[config.mk]
export PLATFORM = sky130hd
export DESIGN_NAME = vend_sequencer
export DESIGN_NICKNAME = d
export VERILOG_FILES = /design/src/rtl/vend_sequencer.sv
export SDC_FILE = /design/constraint.sdc
export NUM_CORES = 1
export LEC_CHECK = 0
export BUFFER_PORTS_ARGS = -buffer_cell sky130_fd_sc_hd__buf_2
export CAP_MARGIN = 20
export CORE_UTILIZATION = 30
export DETAILED_ROUTE_END_ITERATION = 8
export PLACE_DENSITY_LB_ADDON = 0.3
export REMOVE_ABC_BUFFERS = 1
export SKIP_LAST_GASP = 1
export SYNTH_ARGS = -nofsm -noshare
export SYNTH_HDL_FRONTEND = slang
export SYNTH_SLANG_ARGS = --single-unit
[constraint.sdc]
create_clock -name clk_i -period 2 [get_ports clk_i]
set_input_delay 0.3 -clock clk_i [delete_from_list [all_inputs] [get_ports clk_i]]
set_output_delay 0.3 -clock clk_i [all_outputs]
set_load 0.02 [all_outputs]
[src/rtl/vend_sequencer.sv]
// Actuator sequencer: runs the soda motor, then pays change one nickel at a time with a hopper handshake.
// Optional sales/nickel counters are enabled by defining VEND_SEQ_COUNT_EN.
module vend_sequencer #(
    parameter int unsigned PULSE_CYCLES   = 4,
    parameter int unsigned TIMEOUT_CYCLES = 255
) (
    input  logic        clk_i,
    input  logic        rst_ni,
    input  logic        soda_i,
    input  logic [2:0]  change_i,
    input  logic        clear_i,
    input  logic        motor_done_i,
    input  logic        eject_ack_i,
    output logic        motor_o,
    output logic        eject_o,
    output logic        busy_o,
    output logic        fault_o,
    output logic        dropped_o,
    output logic [2:0]  coins_left_o,
    output logic [15:0] sales_cnt_o,
    output logic [15:0] nickels_out_o
);

    localparam int unsigned TW = 16;
    localparam int unsigned CW = 3;
    localparam int unsigned NW = 16;
    localparam logic [TW-1:0] PULSE_LAST   = TW'(PULSE_CYCLES - 1);
    localparam logic [TW-1:0] TIMEOUT_LAST = TW'(TIMEOUT_CYCLES - 1);

    typedef enum logic [2:0] {
        IDLE     = 3'd0,
        VEND     = 3'd1,
        EJECT    = 3'd2,
        WAIT_ACK = 3'd3,
        FAULT    = 3'd4
    } state_e;

    state_e          state_q, state_d;
    logic [CW-1:0]   coins_q, coins_d;
    logic [TW-1:0]   timer_q, timer_d;
    logic            motor_q, motor_d;
    logic            eject_q, eject_d;
    logic            busy_q, busy_d;
    logic            fault_q, fault_d;
    logic            dropped_q, dropped_d;

    // State, owed-coin and timer registers plus registered Moore outputs
    always_ff @(posedge clk_i or negedge rst_ni) begin
        if (!rst_ni) begin
            state_q   <= IDLE;
            coins_q   <= '0;
            timer_q   <= '0;
            motor_q   <= 1'b0;
            eject_q   <= 1'b0;
            busy_q    <= 1'b0;
            fault_q   <= 1'b0;
            dropped_q <= 1'b0;
        end else begin
            state_q   <= state_d;
            coins_q   <= coins_d;
            timer_q   <= timer_d;
            motor_q   <= motor_d;
            eject_q   <= eject_d;
            busy_q    <= busy_d;
            fault_q   <= fault_d;
            dropped_q <= dropped_d;
        end
    end

    // Next-state, owed-coin and output decode; responses win over a same-cycle timeout
    always_comb begin
        state_d   = state_q;
        coins_d   = coins_q;
        timer_d   = '0;
        dropped_d = soda_i && (state_q != IDLE);

        unique case (state_q)
            IDLE: begin
                if (soda_i) begin
                    coins_d = change_i;
                    state_d = VEND;
                end
            end
            VEND: begin
                if (motor_done_i) begin
                    state_d = (coins_q == '0) ? IDLE : EJECT;
                end else if (timer_q == TIMEOUT_LAST) begin
                    state_d = FAULT;
                end
            end
            EJECT: begin
                if (timer_q == PULSE_LAST) begin
                    state_d = WAIT_ACK;
                end
            end
            WAIT_ACK: begin
                if (eject_ack_i) begin
                    coins_d = coins_q - CW'(1);
                    state_d = (coins_q == CW'(1)) ? IDLE : EJECT;
                end else if (timer_q == TIMEOUT_LAST) begin
                    state_d = FAULT;
                end
            end
            FAULT: begin
                if (clear_i) begin
                    coins_d = '0;
                    state_d = IDLE;
                end
            end
            default: begin
                coins_d = '0;
                state_d = IDLE;
            end
        endcase

        // Timer restarts on every state entry and only runs in timed states
        if ((state_d == state_q) &&
            ((state_q == VEND) || (state_q == EJECT) || (state_q == WAIT_ACK))) begin
            timer_d = timer_q + TW'(1);
        end

        motor_d = (state_d == VEND);
        eject_d = (state_d == EJECT);
        busy_d  = (state_d != IDLE);
        fault_d = (state_d == FAULT);
    end

    assign motor_o      = motor_q;
    assign eject_o      = eject_q;
    assign busy_o       = busy_q;
    assign fault_o      = fault_q;
    assign dropped_o    = dropped_q;
    assign coins_left_o = coins_q;

`ifdef VEND_SEQ_COUNT_EN
    logic [NW-1:0] sales_q;
    logic [NW-1:0] nickels_q;
    logic          sale_c;
    logic          ack_c;

    assign sale_c = (state_q == VEND) && motor_done_i;
    assign ack_c  = (state_q == WAIT_ACK) && eject_ack_i;

    // Saturating activity counters, cleared only by reset
    always_ff @(posedge clk_i or negedge rst_ni) begin
        if (!rst_ni) begin
            sales_q   <= '0;
            nickels_q <= '0;
        end else begin
            if (sale_c && (sales_q != '1)) begin
                sales_q <= sales_q + NW'(1);
            end
            if (ack_c && (nickels_q != '1)) begin
                nickels_q <= nickels_q + NW'(1);
            end
        end
    end

    assign sales_cnt_o   = sales_q;
    assign nickels_out_o = nickels_q;
`else
    assign sales_cnt_o   = '0;
    assign nickels_out_o = '0;
`endif

endmodule

==> results.cfg, run 1 <==
[yosys]
netlist-cell-type-count = 41
synthTopCellsByArea = dfrtp_1, buf_4, nor3_2
synth_ff_type = dfrtp_1
ys_async_sr_fraction_pct = 100
synthCells = 184
ys_ff_latch = 27
synth-seq-area-share_pct = 37.8
yosys.area.top_type = dfrtp_1
synth-edff-count = 0
synth_area_mm2 = 0.00179
synth_warnings = 0
syn_avg_cell_area_um2 = 9.71
synth_top_area_share_pct = 37.8

[status]
failed_checks = setup timing
status = complete, but fails checks

[place]
dp_hpwl_um = 2310
port_buffers = 16
place_inst = 275
gp_congestion = 0.802
pre_cts_ws_ps = -92.0

[timing]
layout_min_cycle_time_ps = 2070
timing.hold.ws_ps = 25.1
setup_tns_ps = -1050
hold_viol_final = 0
max_freq_mhz = 483
max_slew.worst_pin.slew_ps = 603
slew_viol_final = 0
rsz0062_at_grt = true
timing.final.ws_setup_ps = -72.5
setup_viol = 17
relSlewSlack_pct = 59.8
fin_crit_sh_pct = 104
skew_ps = 2.97

[critical_path]
endpoint_kind = register
required_ps = 2160
crit_fanout = 16
critPathMostFrequentCell = or4_4
start_kind = register
crit_path_cell_trace = or4_4, or4_4, o221ai_4, buf_12, nor3_1
r2r-end = timer_q[5]
critPathKind = register to register
crit_arrival_ps = 2240
cp_slowest_cell = or4_4
critPathMaxStageDelay_ps = 580
r2r_cells = 5
rr_startpoint = timer_q[13]
ff2ff_setup_slack_ps = -70

[global_routing]
antenna_found_initial = 0
grt_pass1_wl_um = 5390
grt_pass1_vias = 1186
grt_overflow_total = 0
grt_usage_pct = 11.0
grt_max_degree = 28

[power]
pwr-share-seq_pct = 38.6
p_leak_nw = 0.881
total_power_mw = 1.95
p_comb_share_pct = 45.4
switching_share_pct = 41.5
power_density_mw_per_mm2 = 1000
switchingPower_mw = 0.808
peakVddDrop_v = 0.000411
p_int_mw = 1.14
pwr-share-clk_pct = 16.0

[cts]
cts_buffers = 3
cts_root_buffer = clkbuf_8
cts.sinks = 27
htree_levels = 1
cts_tree = done
holdBufCountCts = 0
clockBufferDepth = 2
clkLatencyLatePin_ps = 270
path_clk_slew_ps = 90

[drt]
drt_iter0_drc = 43
route.detailed.drc = 0
firstDrtPassIters = 4
wl_per_cell_um = 11.4
wl_um = 3180
vias_per_cell = 4.54
ant_nets = 0
num_vias = 1266

[die]
io_pins = 49
fp.dieH_um = 79.2
die_area_mm2 = 0.00627
rows = 27
start_util_pct = 31.9
die_x_um = 79.2
core-area_mm2 = 0.00561

[cells_and_area]
regArea_um2 = 676
drive_above_1_share_pct = 25.1
n_fill_cell = 603
layout_commonest_cell = conb_1
finalNonFillerCells = 279
multi_input_area_um2 = 906
fin_nets = 222
area.growth.synth_to_final_pct = 8.68
diodes = 0
final_cell_mix = conb_1, dfrtp_1, buf_2, nor3_1

[hold_path]
hold_class = primary input to async pin

[flow_run]
maxCapViolations = 0
[registers in the layout (all words and copies together) (netlist names)]
name and cells:
dropped_o 1, coins_left_o 3, timer_q 16, eject_o 1, motor_o 1, fault_o 1
state_q 3, busy_o 1
[how the worst max path moves through the flow]
stage                start          to  slack, ps  cells after the start
4_1_cts        timer_q[13]  timer_q[3]        -90                      5
6_report       timer_q[13]  timer_q[5]        -70                      5
2_1_floorplan   timer_q[9]     motor_o       -210                      4
3_5_place_dp   timer_q[13]  timer_q[6]        -90                      5
5_1_grt        timer_q[13]  timer_q[3]       -150                      5
3_3_place_gp   timer_q[13]  timer_q[5]        -60                      5
[cell usage after synthesis (5+ instances only)]
| master | count |
|---|---|
| nand2_1 | 9 |
| nor3_2 | 10 |
| buf_4 | 33 |
| nand4_1 | 5 |
| ha_1 | 5 |
| nand3_1 | 6 |
| nor2_1 | 7 |
| nor3_1 | 11 |
| inv_1 | 10 |
| xnor2_1 | 9 |
| dfrtp_1 | 27 |
| a21oi_1 | 5 |
[final cells by class]
type,instances,share of cell area (%)
inverter,10,1.93
sequential,27,34.8
clock buffer,4,2.32
tap,72,4.64
multi-input combinational,139,46.6
timing repair buffer,27,9.66
[kinds of logic after synthesis]
logic type	Yosys count	synth area share (%)
adder cells (fa/ha/maj)	5	3.50
buffers and inverters	49	18.2
AO/OA/AOI/OAI	20	8.68
flip-flops	27	37.8
XOR/XNOR	13	6.37
multiplexers	4	2.45
other	1	0.210
AND/OR/NAND/NOR	65	22.8
[per-layer routing]
| metal | share of wire, % | GRT usage (%) |
|---|---|---|
| met4 | 0.94 | 4.18 |
| met2 | 46 | 18.4 |
| met1 | 48 | 13.7 |
| met5 | 0 | 0 |
| met3 | 4.9 | 2.18 |
[power by group through the flow]
| stage | Clock (mW) | Combinational [mW] | Sequential [mW] |
|---|---|---|---|
| finish | 0.312 | 0.883 | 0.750 |
| global route | 0.354 | 0.974 | 0.765 |
| detailed placement | 0 | 0.890 | 0.762 |
| floorplan | 0 | 0.539 | 0.810 |
| CTS | 0.325 | 0.895 | 0.750 |
| global placement | 0 | 0.884 | 0.762 |
[stage by stage]
stage	cell area [um^2]	util, %
after floorplan	1620	-
after CTS	1940	34.6
after detailed placement	1890	33.8
after global placement	1890	33.8
final	1940	34.6
after global routing	1940	34.6
[worst max-delay path: cells and delay by family (launching register included)]
kind	cells	cell delay, ps
AOI/OAI and AO/OA	1	210
buffers and inverters	1	190
DFF	1	390
and+or+nand+nor	3	1170
[what timing repair did]
action | CTS | global route
setup endpoints to repair | 17 | 18
resized for setup | 1 | 0
pin swaps | 0 | 0
setup buffers | 0 | 0
(Power assumes the default switching activity.)
==> inputs of run 2 (changes only) <==
Settings changed: CORE_UTILIZATION 30 to 47.
==> run 2 against run 1 <==
The flow still finishes with violations (setup timing). Critical path depth unchanged. Die area decreased by 35%. Sequential power about the same. First-iteration DRC count increased by 120%. Maximum frequency decreased by 0.15%. Total power increased by 0.86%. Largest cell class unchanged.
==> results.cfg, run 2 (same netlist as run 1, synthesis figures left out) <==
[power]
p_int_mw = 1.16
switchingPower_mw = 0.803
total_power_mw = 1.96
pwr-share-seq_pct = 38.4
switching_share_pct = 40.9
power_density_mw_per_mm2 = 1020
pwr-share-clk_pct = 15.7
peakVddDrop_v = 0.000419
p_leak_nw = 0.884
p_comb_share_pct = 45.9

[drt]
ant_nets = 0
wl_um = 3060
firstDrtPassIters = 4
vias_per_cell = 5.05
route.detailed.drc = 0
wl_per_cell_um = 12.0
num_vias = 1293
drt_iter0_drc = 95

[die]
io_pins = 49
fp.dieH_um = 63.7
die_x_um = 63.7
rows = 22
core-area_mm2 = 0.00366
start_util_pct = 48.8
die_area_mm2 = 0.00405

[cts]
htree_levels = 1
cts_buffers = 3
cts_tree = done
path_clk_slew_ps = 90
holdBufCountCts = 0
cts.sinks = 27
cts_root_buffer = clkbuf_8
clkLatencyLatePin_ps = 270
clockBufferDepth = 2

[critical_path]
endpoint_kind = register
required_ps = 2160
crit_arrival_ps = 2230
r2r-end = timer_q[15]
critPathKind = register to register
start_kind = register
crit_start = timer_q[13]
cp_slowest_cell = or4_4
rr_startpoint = timer_q[13]
ff2ff_setup_slack_ps = -80
crit_fanout = 12
crit_path_cell_trace = or4_4, or4_4, o221ai_4, buf_12, a211oi_1
critPathMostFrequentCell = or4_4
critPathMaxStageDelay_ps = 580
r2r_cells = 5

[place]
dpl_cell_area_mm2 = 0.00186
dp_hpwl_um = 2210
gp_congestion = 0.845
place_inst = 251
port_buffers = 16

[timing]
fin_crit_sh_pct = 104
hold_viol_final = 0
layout_min_cycle_time_ps = 2080
slew_viol_final = 0
rsz0062_at_grt = true
timing.final.ws_setup_ps = -75.7
max_slew.worst_pin.slew_ps = 612
relSlewSlack_pct = 59.2
setup_viol = 17
max_freq_mhz = 482
timing.hold.ws_ps = 28.1
skew_ps = 6.44

[global_routing]
grt_overflow_total = 0
grt_pass1_wl_um = 5320
antenna_found_initial = 0
grt_max_degree = 28
grt_usage_pct = 16.6
grt_pass1_vias = 1188

[cells_and_area]
finalNonFillerCells = 256
diodes = 0
largest_reg_flops = 16
area.growth.synth_to_final_pct = 7.84
design_area_mm2 = 0.00193
n_fill_cell = 345
utilization_pct = 52.6
drive_above_1_share_pct = 26.0
final_cell_mix = conb_1, dfrtp_1, buf_2, nor3_1
regMostFlops = timer_q
layout_commonest_cell = conb_1
fin_nets = 223

[status]
status = complete, but fails checks
failed_checks = setup timing

[hold_path]
hold_class = primary input to async pin

[flow_run]
maxCapViolations = 0
run 2: cell types whose count changed in the layout (fill, tap and decap cells not counted), sizes merged:
cell	before	now
buf	27	28
run 2: power groups by stage:
stage	clock, mW	sequential [mW]	combinational (mW)
floorplan	0	0.810	0.539
global placement	0	0.758	0.895
detailed placement	0	0.763	0.891
CTS	0.329	0.751	0.908
global route	0.354	0.771	0.992
finish	0.308	0.753	0.901
run 2: metal layers:
metal	up-vias	wire, um	GRT usage [%]
li1	629	-	-
met1	606	1470	22.7
met2	51	1370	26.7
met3	7	180	2.36
met4	0	39	5.11
met5	-	0	0
run 2: area by class of cell:
class	instances	area [um^2]	area share, %
timing repair buffer	28	199	10.3
clock buffer	4	45.0	2.34
sequential	27	676	35.1
tap	48	60.1	3.12
inverter	10	37.5	1.95
multi-input combinational	139	910	47.2
run 2: through the flow:
stage                     setup slack [ps]  setup TNS [ps]
after floorplan                       -206           -2820
after global placement               -84.0           -1270
after detailed placement              -103           -1530
after CTS                            -89.9           -1200
after global routing                  -131           -1960
final                                -75.7            -960
run 2: worst max-delay path: cells and delay by family (launching register included):
| family | cells | cell delay (ps) |
|---|---|---|
| AOI/OAI and AO/OA | 2 | 280 |
| buffers and inverters | 1 | 180 |
| and+or+nand+nor | 2 | 1120 |
| DFF | 1 | 380 |
run 2: timing repair:
action / 4_1_cts / 5_1_grt
gates resized for setup: 2 / 1
pin swaps: 0 / 1
setup endpoints to repair: 17 / 18
setup buffers: 1 / 0
run 2: worst max path at each step:
stage                             end  slack [ps]  cells after the start
after detailed placement   timer_q[4]        -100                      5
after CTS                  timer_q[4]         -90                      5
after global routing       timer_q[4]        -130                      5
after floorplan               motor_o        -210                      4
after global placement     timer_q[3]         -80                      5
final                     timer_q[15]         -80                      5
==> inputs of run 3 (changes only) <==
Settings changed: ABC_AREA from default to 1.
==> run 3 against run 2 <==
The run now ends clean. Global-route usage is 1.6 points lower. Routed wire length is 9.8% lower. Worst setup slack improved by 300 ps. Utilization fell by 2.8 points. Register-to-register slack improved by 300 ps. Worst hold slack lost 13 ps. Clock power about the same. Cell area fell by 4.6%. Largest cell class unchanged. Largest power group unchanged.
==> results.cfg, run 3 <==
[status]
status = completed

[global_routing]
antenna_found_initial = 0
grt_max_degree = 28
grt_overflow_total = 0
grt_usage_pct = 15.0
grt_pass1_wl_um = 4810
grt_pass1_vias = 1132

[die]
core-area_mm2 = 0.00369
rows = 22
die_area_mm2 = 0.00410
die_x_um = 64.0
io_pins = 49
fp.dieH_um = 64.0
start_util_pct = 49.0

[yosys]
ys_top_cells_by_count = nand2_1, nor2_1, buf_4
ys_ff_latch = 27
ys_async_sr_fraction_pct = 100
syn_avg_cell_area_um2 = 8.26
synth_top_area_share_pct = 37.4
synth_warnings = 0
synth-edff-count = 0
netlist-cell-type-count = 28
synth-seq-area-share_pct = 37.4
synth_most_common_cell = nand2_1
synthCells = 219
synth_ff_type = dfrtp_1
yosys.area.top_type = dfrtp_1
synth_area_mm2 = 0.00181
synthTopCellsByArea = dfrtp_1, buf_4, nand2_1

[critical_path]
critPathTopFamily = simple AND/OR/NAND/NOR gates
cp_slowest_cell = dfrtp_1
critPathKind = register to register
crit_fanout = 16
crit_arrival_ps = 1970
critPathMostFrequentCell = nor2_1
crit_end = timer_q[0]
endpoint_kind = register
rr_startpoint = state_q[0]
critPathMaxStageDelay_ps = 470
crit_start = state_q[0]
crit_path_cell_trace = nor2_1, inv_1, nor2_2, nand2_1, nand4_1, nand3_4, nor2_1
path_buf_inv = 1
ff2ff_setup_slack_ps = 220
cp_num_cells = 7
required_ps = 2190
r2r-end = timer_q[0]
start_kind = register
r2r_cells = 7

[drt]
wl_um = 2760
drt_iter0_drc = 49
ant_nets = 0
wl_per_cell_um = 9.72
num_vias = 1254
firstDrtPassIters = 4
route.detailed.drc = 0
vias_per_cell = 4.42

[cts]
path_clk_slew_ps = 90
clkLatencyLatePin_ps = 270
cts_tree = done
htree_levels = 1
cts.sinks = 27
clockBufferDepth = 2
cts_root_buffer = clkbuf_8
holdBufCountCts = 0
postCtsSetupBuffers = 0
cts_buffers = 3
cts_resized = 0

[place]
gp_congestion = 0.816
port_buffers = 16
pre_cts_ws_ps = 223
place_inst = 280
dpl_cell_area_mm2 = 0.00179
dp_hpwl_um = 2140

[power]
peakVddDrop_v = 0.000713
power_density_mw_per_mm2 = 1060
p_leak_nw = 0.907

[timing]
fin_crit_sh_pct = 89.0
max_freq_mhz = 562
hold_viol_final = 0
setup_tns_ps = 0
max_slew.worst_pin.slew_ps = 576
skew_ps = 3.90
rsz0062_at_grt = false
layout_min_cycle_time_ps = 1780
setup_viol = 0
slew_viol_final = 0
relSlewSlack_pct = 61.6
timing.final.ws_setup_ps = 220

[cells_and_area]
utilization_pct = 49.8
layout_commonest_cell = nand2_1
design_area_mm2 = 0.00184
finalNonFillerCells = 284
final_cell_mix = nand2_1, nor2_1, conb_1, dfrtp_1, inv_1
largest_reg_flops = 16
diodes = 0
drive_above_1_share_pct = 18.2
regMostFlops = timer_q
area.growth.synth_to_final_pct = 1.66
fin_nets = 251

[flow_run]
maxCapViolations = 0

[hold_path]
hold_class = primary input to async pin
## run 3: cell count changes after synthesis, sizes merged, moves of 4 or more
cell / before / now
nor3: 21 / 5
xnor2: 9 / 3
nand2: 9 / 40
nor2: 7 / 45
or4: 4 / 0
clkbuf: 4 / 0
inv: 10 / 26
nor4: 4 / 0
## run 3: how the worst min path moves through the flow
| stage | from | endpoint | cells past startpoint |
|---|---|---|---|
| floorplan | rst_ni | busy_o | 0 |
| global placement | rst_ni | timer_q[15] | 1 |
| detailed placement | rst_ni | timer_q[15] | 1 |
| CTS | rst_ni | timer_q[15] | 1 |
| global route | rst_ni | timer_q[6] | 1 |
| finish | rst_ni | timer_q[15] | 1 |
## run 3: area by class of cell
| cell class | count | area [um^2] |
|---|---|---|
| fillers | 378 | 1850 |
| multi-input cells | 163 | 880 |
| flip-flops and latches | 27 | 676 |
| inverters | 26 | 97.6 |
| repair buffers | 16 | 80.1 |
| well taps | 48 | 60.1 |
| clock buffers | 4 | 45.0 |
## run 3: cells by family (layout without fill, tap and decap cells)
family | count (synthesis) | in the layout | synth area share, %
compound gates | 12 | 12 | 3.53
xor+xnor | 8 | 8 | 3.88
fa+ha+maj | 5 | 5 | 3.46
buf+inv | 60 | 46 | 20.4
flops | 27 | 27 | 37.4
other cells | 1 | 32 | 0.207
simple gates | 106 | 106 | 31.1
## run 3: layer usage
layer / global-route usage [%] / wire length (um) / vias to the layer above
li1: - / - / 644
met1: 19.0 / 1330 / 573
met2: 25.5 / 1300 / 35
met3: 2.86 / 118 / 2
met4: 4.55 / 18 / 0
met5: 0 / 0 / -
## run 3: report_power, final
part           switching, mW  internal, mW  total [mW]
Clock                  0.165         0.143       0.308
Combinational          0.659         0.248       0.907
Sequential            0.0802         0.651       0.731
## run 3: through the flow
step,total power [mW],hold slack (ps)
2_1_floorplan,1.45,4.41
3_3_place_gp,1.65,342
3_5_place_dp,1.67,342
4_1_cts,1.97,42.8
5_1_grt,2.09,81.2
6_report,1.95,15.3
